`config.mk`:
```
export PLATFORM = sky130hd
export DESIGN_NAME = gcd_lcm_coproc
export DESIGN_NICKNAME = d
export VERILOG_FILES = /design/src/rtl/gcd_lcm_coproc.sv
export SDC_FILE = /design/constraint.sdc
export NUM_CORES = 2
export LEC_CHECK = 0
export CAP_MARGIN = 10
export CORE_ASPECT_RATIO = 1.1
export CORE_MARGIN = 2
export CORE_UTILIZATION = 25
export CTS_CLUSTER_SIZE = 8
export DETAILED_ROUTE_END_ITERATION = 8
export PLACE_DENSITY_LB_ADDON = 0.3
export SYNTH_ARGS = -nofsm -noshare
export SYNTH_HDL_FRONTEND = slang
export SYNTH_SLANG_ARGS = --single-unit
```
`constraint.sdc`:
```
create_clock -name clk -period 13.3 [get_ports clk]
set_input_delay 1.995 -clock clk [delete_from_list [all_inputs] [get_ports clk]]
set_output_delay 1.995 -clock clk [all_outputs]
set_load 0.05 [all_outputs]
```
`src/rtl/gcd_lcm_coproc.sv`:
```
// Memory-mapped GCD/LCM coprocessor: subtractive Euclid GCD, then LCM = (OPA/gcd)*OPB
// through a restoring divider and a single multiply cycle. DIV_CYC must equal WIDTH.
module gcd_lcm_coproc #(
  parameter int unsigned WIDTH   = 32,
  parameter int unsigned DIV_CYC = 32
) (
  input  logic             clk,
  input  logic             reset_n,
  input  logic             sel,
  input  logic             we,
  input  logic [2:0]       addr,
  input  logic [WIDTH-1:0] wdata,
  output logic [WIDTH-1:0] rdata,
  output logic             busy,
  output logic             done_irq
);

  localparam int unsigned CNT_W  = (DIV_CYC > 1) ? $clog2(DIV_CYC) : 1;
  localparam int unsigned PROD_W = 2 * WIDTH;

  localparam logic [2:0] ADDR_OPA    = 3'd0;
  localparam logic [2:0] ADDR_OPB    = 3'd1;
  localparam logic [2:0] ADDR_CTRL   = 3'd2;
  localparam logic [2:0] ADDR_STATUS = 3'd3;
  localparam logic [2:0] ADDR_RESULT = 3'd4;

  typedef enum logic [2:0] {
    S_IDLE,
    S_GCD,
    S_DIV,
    S_MUL,
    S_DONE
  } state_t;

  state_t state, next_state;

  logic [WIDTH-1:0] opa, opb, result;
  logic [WIDTH-1:0] a, b;
  logic [WIDTH-1:0] quo, rem;
  logic [CNT_W-1:0] cnt;
  logic             op, done, ovf;

  logic             wr_c, start_c, zero_c, equal_c, div_last_c, div_ge_c;
  logic [WIDTH:0]   rem_shift_c, rem_diff_c;
  logic [PROD_W-1:0] prod_c;

  // Bus decode; a start is only accepted from IDLE
  assign wr_c    = sel & we;
  assign start_c = wr_c && (addr == ADDR_CTRL) && wdata[0] && (state == S_IDLE);

  // A zero can only be present on the first GCD cycle: subtracting from nonzero never hits 0
  assign zero_c     = (a == '0) || (b == '0);
  assign equal_c    = (a == b);
  assign div_last_c = (cnt == CNT_W'(DIV_CYC - 1));

  // Restoring divide step; divisor is the gcd held in a
  assign rem_shift_c = {rem, quo[WIDTH-1]};
  assign div_ge_c    = (rem_shift_c >= {1'b0, a});
  assign rem_diff_c  = rem_shift_c - {1'b0, a};

  assign prod_c = PROD_W'(quo) * PROD_W'(opb);

  always_ff @(posedge clk or negedge reset_n) begin
    if (!reset_n) begin
      state <= S_IDLE;
    end else begin
      state <= next_state;
    end
  end

  always_comb begin
    next_state = state;
    case (state)
      S_IDLE: begin
        if (start_c) next_state = S_GCD;
      end
      S_GCD: begin
        if (zero_c) begin
          next_state = S_DONE;
        end else if (equal_c) begin
          next_state = op ? S_DIV : S_DONE;
        end
      end
      S_DIV: begin
        if (div_last_c) next_state = S_MUL;
      end
      S_MUL:   next_state = S_DONE;
      S_DONE:  next_state = S_IDLE;
      default: next_state = S_IDLE;
    endcase
  end

  // Operand registers are software-writable only while idle
  always_ff @(posedge clk or negedge reset_n) begin
    if (!reset_n) begin
      opa <= '0;
      opb <= '0;
    end else if (wr_c && (state == S_IDLE)) begin
      if (addr == ADDR_OPA) opa <= wdata;
      if (addr == ADDR_OPB) opb <= wdata;
    end
  end

  // Working datapath and result/status flags
  always_ff @(posedge clk or negedge reset_n) begin
    if (!reset_n) begin
      a      <= '0;
      b      <= '0;
      quo    <= '0;
      rem    <= '0;
      cnt    <= '0;
      op     <= 1'b0;
      done   <= 1'b0;
      ovf    <= 1'b0;
      result <= '0;
    end else begin
      if (start_c) begin
        a    <= opa;
        b    <= opb;
        op   <= wdata[1];
        done <= 1'b0;
        ovf  <= 1'b0;
      end
      case (state)
        S_GCD: begin
          if (zero_c) begin
            result <= op ? '0 : (a | b);
          end else if (equal_c) begin
            if (!op) begin
              result <= a;
            end else begin
              quo <= opa;
              rem <= '0;
              cnt <= '0;
            end
          end else if (a > b) begin
            a <= a - b;
          end else begin
            b <= b - a;
          end
        end
        S_DIV: begin
          quo <= {quo[WIDTH-2:0], div_ge_c};
          rem <= div_ge_c ? rem_diff_c[WIDTH-1:0] : rem_shift_c[WIDTH-1:0];
          cnt <= cnt + CNT_W'(1);
        end
        S_MUL: begin
          result <= prod_c[WIDTH-1:0];
          ovf    <= |prod_c[PROD_W-1:WIDTH];
        end
        default: ;
      endcase
      if (next_state == S_DONE) done <= 1'b1;
    end
  end

  // busy/done_irq registered from the next state so they track the state register exactly
  always_ff @(posedge clk or negedge reset_n) begin
    if (!reset_n) begin
      busy     <= 1'b0;
      done_irq <= 1'b0;
    end else begin
      busy     <= (next_state != S_IDLE);
      done_irq <= (next_state == S_DONE);
    end
  end

  always_comb begin
    rdata = '0;
    if (sel) begin
      case (addr)
        ADDR_OPA:    rdata = opa;
        ADDR_OPB:    rdata = opb;
        ADDR_CTRL:   rdata = WIDTH'({op, 1'b0});
        ADDR_STATUS: rdata = WIDTH'({ovf, done, busy});
        ADDR_RESULT: rdata = result;
        default:     rdata = '0;
      endcase
    end
  end

endmodule

```
==> metrics.md <==
| Metric | Value |
|---|---|
| Status | finished clean |
| Unrepaired setup endpoints after global routing | no |
| Sw power | slightly above 0.0004 W |
| Layout cells sized above 1 | 4.77% |
| Pint | between 0.001 and 0.0015 W |
| Worst slew margin relative to its limit | about a quarter |
| Root Buffer | clkbuf_16 |
| Place WS | around 3.9 ns |
| # hold bufs at CTS | 0 |
| CP arrival | 9.76 ns |
| DRT Wirelength | around 160 mm |
| Post-detail-place hpwl | about 130 mm |
| Multi-input logic area | 0.0398 mm² |
| Post-synthesis sequential area ratio | 11.8% |
| CTS sink count | 237 |
| Crit share post-route | about 70% |
| Postcts setup bufs | 0 |
| Drt wl/cell | 19.6 µm |
| Die width | 432 µm |
| Syn avg cell area | roughly 9.0 µm² |
| CTS tree | built |
| Util after Layout | between 20% and 30% |
| DR vias/cell | approximately 4.7 |
| Htree depth | 2 |
| Area grow syn2layout | 8.56% |
| Static Leak | 24.0 nW |
| Simple-gate portion of the synthesized area | 16.9% |
| Tmin final | between 9 and 10 ns |
| CTS-repair resized insts | 0 |
| Clk pwr share | between 50% and 60% |
| Worst Setup Slack, final | roughly 4.0 ns |
| Later-pin clock latency in the skew report | approximately 0.57 ns |
| Die Y-Extent | around 470 µm |
| XOR/XNOR Fraction of Synth Area | under 10% |
| Cell area after synthesis | slightly above 0.05 mm² |
| PortBufs | 72 |
| All-Layer GR Usage | between 10% and 20% |
| Synthesized flop and latch total | roughly 240 |
| Synth Flop Type | dfrtp_1 |
| Hold violation total from the final report | 0 |
| Slew Viols, Final | 0 |
| Setup tns final | 0 ns |
| CORE AREA | 0.200 mm² |
| Number of buffers created by CTS | 36 |
| Power share of the combinational group | around 3% |
| Adder-Cell Fraction of Synth Area | 45.5% |
| Power per Cell Area | around 30 mW/mm² |
| Library cells used by synthesis | 87 |
| Nets | roughly 6.8k |
| Cell row count | around 170 |
| Critical Path RT | between 10 and 15 ns |
| Cell accounting for the most synthesized area | fa_1 |
| Gpl congestion | 0.908 |
| Hold Path Class | flop to flop |
| Post-synthesis compound-gate area fraction | 9.31% |
| Post-synth EDFFs | 0 |
| DIE AREA | a little over 0.2 mm² |
| Initial Utilization | about 25% |
| Vias in the first global route | just over 40k |
| I/O pin count | 73 |
| DRC | 0 |
| Largest net degree at the start of global routing | roughly 110 |
| Fin Clk Skew | ~0.04 ns |
| Share of Yosys cell area claimed by the top area cell type | a little over a third |
| Max cap viols | 0 |
| Leading post-synthesis cells by cell area | fa_1, dfrtp_1, ha_1, and2_1, inv_1 |
| Via Count | roughly 38k |
| Yosys warnings | 0 |
| Main combinational cell family by area after synthesis | adder cells |
| Antenna Violating Nets Remaining | 0 |
| CP Launch Type | flop |
| Slew @ Worst Pin | about 1.1 ns |
| Synthesized Nets | roughly 6.9k |
| Worst Setup End Kind | flop |
| FFs w/ async S/R, synth | 100% |
| Max Freq | between 100 and 150 MHz |
| CP Max Fanout | 22 |
| Hold slack | approximately 0.48 ns |
| # fillers | 21.3k |
| Net Sw Frac | ~25% |
| Final setup viols | 0 |
| WS Path Type | flop to flop |
| Total gr overflow | 0 |
| Clock Path Buffers | 3 |
| Clock-pin slew on the worst setup and hold paths | around 0.060 ns |
| Initial antenna violation count | 4 |
| Seq pwr share | between 40% and 50% |
| FF+latch area | ~0.0059 mm² |
| Syn Inst Count | 5572 |
| First-pass GRT wire length | 249 mm |
| Mux cell area share after synthesis | around 4.9% |
| DR pass1 iterations | 6 |
| Detailed Route Iter0 Violations | ~2.1k |
| Worst vdd ir | between 0.06 and 0.07 mV |
[routing by layer]
metal | track usage, % | routed length [µm] | vias to the layer above
met5 | 0 | 13 | -
met4 | 4.13 | 4640 | 2
met3 | 1.06 | 4730 | 209
met2 | 27.2 | 77500 | 758
met1 | 20.7 | 70600 | 19800
li1 | - | - | 17200
[cells in the mapped netlist (39+ instances only)]
cell type	instances
mux2i_1	139
ha_1	392
a21o_1	49
clkbuf_1	305
nand2_1	622
nand4_1	41
nor2_1	240
inv_1	881
dfrtp_1	237
mux2_2	95
and2_1	619
xnor2_1	100
fa_1	899
a21oi_1	218
o211ai_1	47
nor4_1	39
o21ai_0	207
[worst paths after layout]
check,cells past startpoint,start,slack [ns],end
max in group asynchronous,3,reset_n,9.25,quo[17]
setup reg to reg,23,opb[23],3.97,ovf
hold / removal,1,result[0],0.48,result[0]
hold reg to reg,1,result[0],0.48,result[0]
min in group asynchronous,1,reset_n,1.50,rem[8]
setup / recovery,23,opb[23],3.97,ovf
[layout make-up]
class / count / share of cell area, %
clock inverter: 4 / 0.0688
inverter: 883 / 6.07
multi-input combinational: 4109 / 72.8
tap: 2610 / 5.98
clock buffer: 42 / 1.69
timing repair buffer: 156 / 2.48
antenna: 2 / 0.00917
sequential: 237 / 10.9
[power by group through the flow]
stage,Combinational (W),Sequential (W),Clock (W)
after floorplan,0.0000103,0.000734,0
after global placement,0.0000506,0.000734,0
after detailed placement,0.0000508,0.000734,0
after CTS,0.0000508,0.000722,0.000882
after global routing,0.0000529,0.000721,0.000901
final,0.0000488,0.000722,0.000855
[logic make-up (layout without fill, tap and decap cells)]
logic type	count (synthesis)	in the layout
simple gates	1704	1704
fa+ha+maj	1291	1291
buf+inv	1226	1085
compound gates	749	749
flops	237	237
mux	236	236
xor+xnor	129	129
other cells	0	2
[layout by cell type (no fill, tap or decap), types with 139 or more instances in the layout]
cell type / synthesis / final
nand2_1: 622 / 621
a21oi_1: 218 / 218
nor2_1: 240 / 240
fa_1: 899 / 899
and2_1: 619 / 619
ha_1: 392 / 392
o21ai_0: 207 / 206
dfrtp_1: 237 / 234
mux2i_1: 139 / 139
inv_1: 881 / 881
[flip-flops by register name, summed over array words and instances, names as in the netlist, 3 cells and up]
register and cells:
cnt 5, result 32, opa 32, quo 32, opb 32, rem 32, state 3, a 32
b 32
[stage by stage]
stage / power, W / cell area (µm²) / cells
2_1_floorplan: 0.000745 / 50300 / 5572
3_3_place_gp: 0.000785 / 53600 / 7995
3_5_place_dp: 0.000785 / 53600 / 7995
4_1_cts: 0.00165 / 54600 / 8041
5_1_grt: 0.00168 / 54600 / 8041
6_report: 0.00163 / 54600 / 8043
[critical path: stages, from the launching register on]
cell and delay [ns]:
dfrtp_1 1.06, buf_4 0.45, nand2_1 0.13, fa_1 0.55, inv_1 0.05, fa_1 0.48
fa_1 0.58, fa_1 0.46, fa_1 0.58, fa_1 0.46, fa_1 0.55, fa_1 0.43
ha_1 0.48, nand4_1 0.32, nor2_1 0.36, and4_1 0.33, o2111ai_1 0.24, a31oi_1 0.37
nor3_1 0.18, xnor2_1 0.17, nor4_1 0.45, nand3_1 0.14, nor4_1 0.25, a31oi_1 0.11
Power figures use the tool's default switching activity.
